**config.mk**
```make
export PLATFORM = sky130hd
export DESIGN_NAME = sram_ctrl
export DESIGN_NICKNAME = d
export VERILOG_FILES = /design/src/rtl/sram_ctrl.sv
export SDC_FILE = /design/constraint.sdc
export NUM_CORES = 1
export LEC_CHECK = 0
export ABC_AREA = 0
export CAP_MARGIN = 15
export CORE_UTILIZATION = 30
export CTS_CLUSTER_SIZE = 40
export DETAILED_ROUTE_END_ITERATION = 8
export GPL_ROUTABILITY_DRIVEN = 0
export HOLD_SLACK_MARGIN = 0.1
export PLACE_DENSITY = 0.72
export SYNTH_ARGS = -nofsm -noshare
export SYNTH_HDL_FRONTEND = slang
export SYNTH_SLANG_ARGS = --single-unit
```
**constraint.sdc**
```tcl
create_clock -name clk -period 3.2 [get_ports clk]
set_clock_uncertainty 0.1 [all_clocks]
set_input_delay 0.32 -clock clk [delete_from_list [all_inputs] [get_ports clk]]
set_output_delay 0.32 -clock clk [all_outputs]
set_load 0.05 [all_outputs]
```
**src/rtl/sram_ctrl.sv**
```systemverilog
// sram_ctrl
// ---------
// Synchronous sequencer in front of an asynchronous SRAM macro. It accepts
// single-beat read/write requests on a valid/ready port and drives the
// SRAM strobes. Each operation has one setup cycle, a strobe of WR_CYCLES or
// RD_CYCLES clocks, and one hold cycle. Read data is captured on the edge
// that ends the read strobe. A one-cycle rsp_valid pulse marks completion.
//
// Ports
//   clk        in   clock, rising edge
//   rst        in   synchronous active-high reset
//   req_valid  in   request present
//   req_ready  out  controller can accept (IDLE and not in reset)
//   req_we     in   1 = write, 0 = read
//   req_addr   in   [AW-1:0] request address
//   req_wdata  in   [DW-1:0] write data
//   rsp_valid  out  one-cycle completion pulse (reads and writes)
//   rsp_rdata  out  [DW-1:0] read data, held until the next read completes
//   mem_cs     out  SRAM chip select, active-high
//   mem_addr   out  [AW-1:0] SRAM address
//   mem_din    out  [DW-1:0] SRAM write data
//   mem_wr     out  SRAM write strobe, active-high
//   mem_rd     out  SRAM read strobe, active-low
//   mem_dout   in   [DW-1:0] SRAM read data
module sram_ctrl #(
  parameter int AW        = 8,
  parameter int DW        = 8,
  parameter int WR_CYCLES = 2,
  parameter int RD_CYCLES = 2
) (
  input  logic          clk,
  input  logic          rst,
  input  logic          req_valid,
  output logic          req_ready,
  input  logic          req_we,
  input  logic [AW-1:0] req_addr,
  input  logic [DW-1:0] req_wdata,
  output logic          rsp_valid,
  output logic [DW-1:0] rsp_rdata,
  output logic          mem_cs,
  output logic [AW-1:0] mem_addr,
  output logic [DW-1:0] mem_din,
  output logic          mem_wr,
  output logic          mem_rd,
  input  logic [DW-1:0] mem_dout
);

  // The counter only has to hold the strobe length minus one.
  localparam int MAX_CYC = (WR_CYCLES > RD_CYCLES) ? WR_CYCLES : RD_CYCLES;
  localparam int CW      = (MAX_CYC > 1) ? $clog2(MAX_CYC) : 1;

  localparam logic [CW-1:0] CNT_ZERO = CW'(0);
  localparam logic [CW-1:0] CNT_ONE  = CW'(1);
  localparam logic [CW-1:0] WR_LOAD  = CW'(WR_CYCLES - 1);
  localparam logic [CW-1:0] RD_LOAD  = CW'(RD_CYCLES - 1);

  typedef enum logic [2:0] {
    IDLE  = 3'd0,
    SETUP = 3'd1,
    WRITE = 3'd2,
    READ  = 3'd3,
    HOLD  = 3'd4
  } state_t;

  state_t        state_r;
  state_t        state_s;
  logic [CW-1:0] cnt_r;
  logic [CW-1:0] cnt_s;
  logic          op_we_r;
  logic          accept_s;
  logic          capture_s;

  logic          mem_cs_r;
  logic [AW-1:0] mem_addr_r;
  logic [DW-1:0] mem_din_r;
  logic          mem_wr_r;
  logic          mem_rd_r;
  logic          rsp_valid_r;
  logic [DW-1:0] rsp_rdata_r;

  // req_ready is the only output with a combinational path.
  assign req_ready = (state_r == IDLE) && !rst;
  assign accept_s  = req_valid && req_ready;
  // The last READ cycle is the one whose closing edge samples the SRAM.
  assign capture_s = (state_r == READ) && (cnt_r == CNT_ZERO);

  assign mem_cs    = mem_cs_r;
  assign mem_addr  = mem_addr_r;
  assign mem_din   = mem_din_r;
  assign mem_wr    = mem_wr_r;
  assign mem_rd    = mem_rd_r;
  assign rsp_valid = rsp_valid_r;
  assign rsp_rdata = rsp_rdata_r;

  // Next-state and strobe-length counter logic.
  always_comb begin
    state_s = state_r;
    cnt_s   = cnt_r;
    case (state_r)
      IDLE: begin
        if (accept_s) begin
          state_s = SETUP;
        end else begin
          state_s = IDLE;
        end
      end
      SETUP: begin
        if (op_we_r) begin
          state_s = WRITE;
          cnt_s   = WR_LOAD;
        end else begin
          state_s = READ;
          cnt_s   = RD_LOAD;
        end
      end
      WRITE, READ: begin
        if (cnt_r == CNT_ZERO) begin
          state_s = HOLD;
        end else begin
          state_s = state_r;
          cnt_s   = cnt_r - CNT_ONE;
        end
      end
      HOLD: begin
        state_s = IDLE;
      end
      default: begin
        state_s = IDLE;
        cnt_s   = CNT_ZERO;
      end
    endcase
  end

  // State, counter and latched operation type.
  always_ff @(posedge clk) begin
    if (rst) begin
      state_r <= IDLE;
      cnt_r   <= CNT_ZERO;
      op_we_r <= 1'b0;
    end else begin
      state_r <= state_s;
      cnt_r   <= cnt_s;
      if (accept_s) begin
        op_we_r <= req_we;
      end
    end
  end

  // Registered SRAM and response outputs, decoded from the next state so
  // each strobe lines up exactly with the state it belongs to.
  always_ff @(posedge clk) begin
    if (rst) begin
      mem_cs_r    <= 1'b0;
      mem_wr_r    <= 1'b0;
      mem_rd_r    <= 1'b1;
      mem_addr_r  <= {AW{1'b0}};
      mem_din_r   <= {DW{1'b0}};
      rsp_valid_r <= 1'b0;
      rsp_rdata_r <= {DW{1'b0}};
    end else begin
      mem_cs_r    <= (state_s != IDLE);
      mem_wr_r    <= (state_s == WRITE);
      mem_rd_r    <= (state_s != READ);
      rsp_valid_r <= (state_s == HOLD);
      if (accept_s) begin
        mem_addr_r <= req_addr;
        mem_din_r  <= req_wdata;
      end
      if (capture_s) begin
        rsp_rdata_r <= mem_dout;
      end
    end
  end

endmodule

```
Yosys cells after proc, flatten, opt, wreduce, memory -nomap -nowiden
Index checks and enable logic that the tools add are counted.
{ "totals": {"elab_cells": 33, "register_bits": 33, "in_bits": 28, "latch_bits": 0, "mem_bits_rw": 0, "mem_bits_ro": 0, "output_inout_bits": 29, "memories": 0} }
{ "classes": {"reduce_logical": 8, "eq_ne": 7, "bitwise": 1, "muxes": 6, "multipliers": 0, "order_cmp": 0, "shifts": 0, "div": 0, "addsub": 1} }
{ "op_table": {"columns": ["op", "count"], "rows": [
  ["== test 3 x 2 -> 1 bit (second input constant)", 3],
  ["one-hot mux 3 bit (3 select lines)", 1],
  ["== test 3 bit (second input constant)", 2],
  ["OR reduction 2 bit", 2],
  ["== test 3 x 1 -> 1 bit (second input constant)", 1],
  ["logical AND 1 bit", 3],
  ["zero test 3 bit", 1],
  ["2-to-1 mux 1 bit", 3],
  ["2-to-1 mux 3 bit", 1],
  ["inequality test 3 x 2 -> 1 bit (second input constant)", 1],
  ["one-hot mux 1 bit (3 select lines)", 1],
  ["nonzero test 3 bit", 1],
  ["zero test 1 bit", 1],
  ["NOT 1 bit", 1],
  ["subtractor 1 bit (second input constant)", 1]
]} }

Depth between registers and ports, before layout
{ "logic_depth": {"word_depth": 6, "mapped_depth": 5, "ltp_nobuf": 3} }

Least setup slack after synthesis
No wires, ideal clock.
{ "synth_timing": {"kind": "flip-flop to flip-flop", "startpoint": "register state_r[2]", "endpoint": "register mem_addr_r[0] (netlist: mem_addr[0])", "path_buffers": 2, "setup_time_ns": 0.121, "t_required_ns": 2.979, "t_arrival_ns": 1.785, "slack_ns": 1.194, "path_stages_with_launch": 6, "synth_period_minus_slack_ns": 2.006, "path_cell_list": "dfxtp_1 clkbuf_2 nor4_4 nand2_4 buf_6 mux2_4"} }
{ "synth_between": {"elab_chain_len": 3} }
{ "synth_rtl": {"columns": ["element", "line", "source"], "rows": [
  ["start, declared", "65", "state_t state_r;"],
  ["start signal, assigned", "141", "state_r <= state_s;"],
  ["zero test 3 bit", "82", "assign req_ready = (state_r == IDLE) && !rst;"],
  ["logical AND 1 bit", "82", null],
  ["net req_ready", "34", "output logic req_ready,"],
  ["logical AND 1 bit", "83", "assign accept_s = req_valid && req_ready;"],
  ["end signal, assigned", "156", "mem_addr_r <= {AW{1'b0}};"],
  ["end signal, assigned", "166", "mem_addr_r <= req_addr;"],
  ["end, declared", "74", "logic [AW-1:0] mem_addr_r;"]
]} }
The timed path passes the listed nets, and every way through them passes these cells.
A chain may end at the register's enable or synchronous reset.

Final worst setup path
{ "layout_timing": {"startpoint": "input port rst", "endpoint": "output port req_ready"} }
{ "layout_between": {"elab_chain_len": 2} }
{ "layout_rtl": {"columns": ["element", "line", "source"], "rows": [
  ["start, declared", "32", "input logic rst,"],
  ["zero test 1 bit", "82", null],
  ["logical AND 1 bit", "82", null],
  ["end, declared", "34", null]
]} }
No other way between the ends.

==> metrics.log <==
[metrics] I/O Buffers: 56
[metrics] Distinct cells, synth: 26
[metrics] routed wire length: 2750 um
[metrics] switching power as a share of total power: 30.7%
[metrics] area of the mapped netlist: 1280 um2
[metrics] power density of the placed cells: 558 nW/um2
[metrics] sequential fraction of the synthesis area: 51.7%
[metrics] Post-CTS Hold Fix Bufs: 0
[metrics] clock latency on the worst-skew pair: 280 ps
[metrics] design internal power: 763 uW
[metrics] synthesis-to-layout area growth: 54.5%
[metrics] kind of capture point of the worst setup path: output port
[metrics] post-CTS clock slew at the launch and capture registers of the worst setup and hold paths: 60 ps
[metrics] crit-path max FO: 32
[metrics] post-CTS setup-driven buffer insertion count: 0
[metrics] die boundary width: 67.3 um
[metrics] number of max-slew violations in the final report: 0
[metrics] root buf cell: clkbuf_8
[metrics] clock tree sinks: 33
[metrics] Hold Crit Class: reg -> reg
[metrics] number of maximum-capacitance violations: 0
[metrics] starting density of the core: 31.5%
[metrics] run status: complete, no violations
[metrics] number of optimization iterations in the first detailed-route pass: 4
[metrics] number of placement rows: 23
[metrics] largest net degree at the start of global routing: 33
[metrics] TritonCTS clock tree: built
[metrics] layout cells sized above 1: 17.4%
[metrics] vias post-DR: 972
[metrics] minimum period implied by the final worst setup slack: 1880 ps
[metrics] CP Class: in -> out
[metrics] post-synthesis average cell area: 11.8 um2
[metrics] startpoint of the worst register-to-register path: state_r[1]
[metrics] worst voltage drop across the vdd grid: 0.000310 V
[metrics] length in cells of the worst reg-to-reg path: 3
[metrics] Critical path origin: rst
[metrics] required time worst endpoint: 2780 ps
[metrics] violation count after the first detailed-route iteration: 25
[metrics] cts bufs inserted: 5
[metrics] count of placed standard cells including taps: 210
[metrics] commonest non-fill, non-tap cell in the layout: clkdlybuf4s50_1
[metrics] sequential share of power: 43.6%
[metrics] hold violation count in the final report: 0
[metrics] die area: 4520 um2
[metrics] wire length of the first global-routing pass: 4330 um
[metrics] relative slew slack: 65.0%
[metrics] part of the cycle the worst path needs: 58.7%
[metrics] maximum clock path buffer count: 2
[metrics] leakage power summed over all cells: 0.000772 uW
[metrics] post-layout instance count excluding filler cells: 217
[metrics] boundary pin count: 57
[metrics] DR vias/cell: 4.48
[metrics] Worst setup SP type: input pin
[metrics] worst reg2reg path endpoint: mem_addr[1]
[metrics] Worst R2R Setup Slack: 1630 ps
[metrics] slew at the pin closest to its max-slew limit: 524 ps
[metrics] synthesized instance count: 108
[metrics] Antenna Nets Post-Route: 0
[metrics] count of synthesis-stage warnings from yosys: 0
[metrics] final hold slack: 393 ps
[metrics] nets@finish: 195
[metrics] RSZ-0062 raised after global routing: no
[metrics] number of antenna cells inserted: 0
[metrics] H-Tree Depth: 2
[metrics] WL/cell: 12.7 um
[metrics] count of final setup violators: 0
[metrics] setup total negative slack: 0 ps
[metrics] estimated wirelength of the detail-placed design: 1990 um
[metrics] switching component of the power: 338 uW
[metrics] share of power burned in the clock network: 27.9%
[metrics] Die Span Y: 67.3 um
[metrics] crit path to: req_ready
[metrics] most frequent cells in the layout: 55 x clkdlybuf4s50_1, 33 x dfxtp_1, 17 x nor2b_1
[metrics] number of register bits inferred by synthesis: 33
[metrics] Net Count, Synth: 136
[metrics] DRC violations left: 0
[metrics] sum of internal, switching and leakage power: 1100 uW
[metrics] remaining global-route overflow: 0
[metrics] data arrival time of the critical path: 1460 ps
[metrics] Comb pwr share: 28.5%
[metrics] core footprint: 4060 um2
[metrics] achievable clock frequency: 0.532 GHz
[metrics] cells resized by post-CTS repair: 0
[metrics] via count of the first global-routing pass: 1,002
[metrics] overall routing resource usage: 13.2%
[metrics] initial antenna violation count: 0
## power by group through the flow
| stage | sequential (uW) | clock [uW] | combinational, uW |
|---|---|---|---|
| floorplan | 589 | 0 | 102 |
| CTS | 481 | 318 | 317 |
| global placement | 487 | 0 | 311 |
| global route | 486 | 339 | 329 |
| finish | 481 | 307 | 314 |
| detailed placement | 489 | 0 | 315 |
## worst min path at each step
stage,from,end,slack [ps],cells after the start
2_1_floorplan,req_valid,mem_cs,340,1
3_3_place_gp,rsp_rdata[4],rsp_rdata[4],370,2
3_5_place_dp,rsp_rdata[2],rsp_rdata[2],390,2
4_1_cts,rsp_rdata[2],rsp_rdata[2],400,2
5_1_grt,rsp_rdata[1],rsp_rdata[1],420,2
6_report,rsp_rdata[2],rsp_rdata[2],390,2
## metrics by stage
stage | cell area, um2 | setup WS [ps] | util [%]
2_1_floorplan | 1280 | 1190 | -
3_3_place_gp | 1890 | 1200 | 46.5
3_5_place_dp | 1890 | 1150 | 46.5
4_1_cts | 1970 | 1310 | 48.6
5_1_grt | 1970 | 1280 | 48.6
6_report | 1970 | 1320 | 48.6
## routing by layer
metal / GRT usage [%] / wire length (um) / part of all wire, %
met5: 0 / 0 / 0
met4: 4.79 / 32 / 1.2
met3: 7.26 / 269 / 9.8
met2: 22.5 / 1260 / 46
met1: 13.6 / 1180 / 43
## critical path: stages
cell and delay, ps:
clkdlybuf4s50_1 400, buf_4 240, nor4_4 240, buf_4 260
## sequential cells by signal, summed over array words and instances, names as in the netlist
register,flops
cnt_r,1
mem_din,8
mem_rd,1
rsp_rdata,8
state_r,3
mem_wr,1
op_we_r,1
mem_cs,1
rsp_valid,1
mem_addr,8
## cell type report
| cell class | instances | area [um2] |
|---|---|---|
| clock buffers | 7 | 86.3 |
| fillers | 352 | 2080 |
| inverters | 1 | 3.75 |
| multi-input cells | 68 | 587 |
| flip-flops and latches | 33 | 661 |
| well taps | 50 | 62.6 |
| repair buffers | 58 | 573 |
## kinds of logic after synthesis
kind of cell | share of synthesized area, %
compound gates | 2.94
buf+inv | 2.84
flops | 51.7
simple gates | 18.6
mux | 23.9
## synthesized netlist by cell type
| cell type | count | area share [%] |
|---|---|---|
| and2b_1 | 1 | 0.59 |
| mux2i_1 | 8 | 6.3 |
| nor4b_1 | 2 | 1.4 |
| nor2b_1 | 17 | 8.3 |
| o21a_1 | 1 | 0.59 |
| nand2_1 | 1 | 0.29 |
| nor3_1 | 1 | 0.39 |
| nor2_1 | 11 | 3.2 |
| nand2_4 | 1 | 0.88 |
| a22oi_1 | 1 | 0.59 |
| nor4_4 | 1 | 1.7 |
| nor3b_1 | 1 | 0.59 |
| buf_6 | 1 | 0.88 |
| buf_1 | 1 | 0.29 |
| clkbuf_2 | 1 | 0.39 |
| buf_2 | 1 | 0.39 |
| dfxtp_1 | 33 | 52 |
| clkbuf_1 | 2 | 0.59 |
| o31a_1 | 1 | 0.69 |
| mux2_2 | 8 | 7.1 |
| mux2_4 | 9 | 11 |
| and2_1 | 1 | 0.49 |
| o21ai_0 | 1 | 0.39 |
| a2111oi_0 | 1 | 0.69 |
| inv_1 | 1 | 0.29 |
| nor4bb_1 | 1 | 0.78 |
No activity file was read; power rests on OpenSTA's default activity.
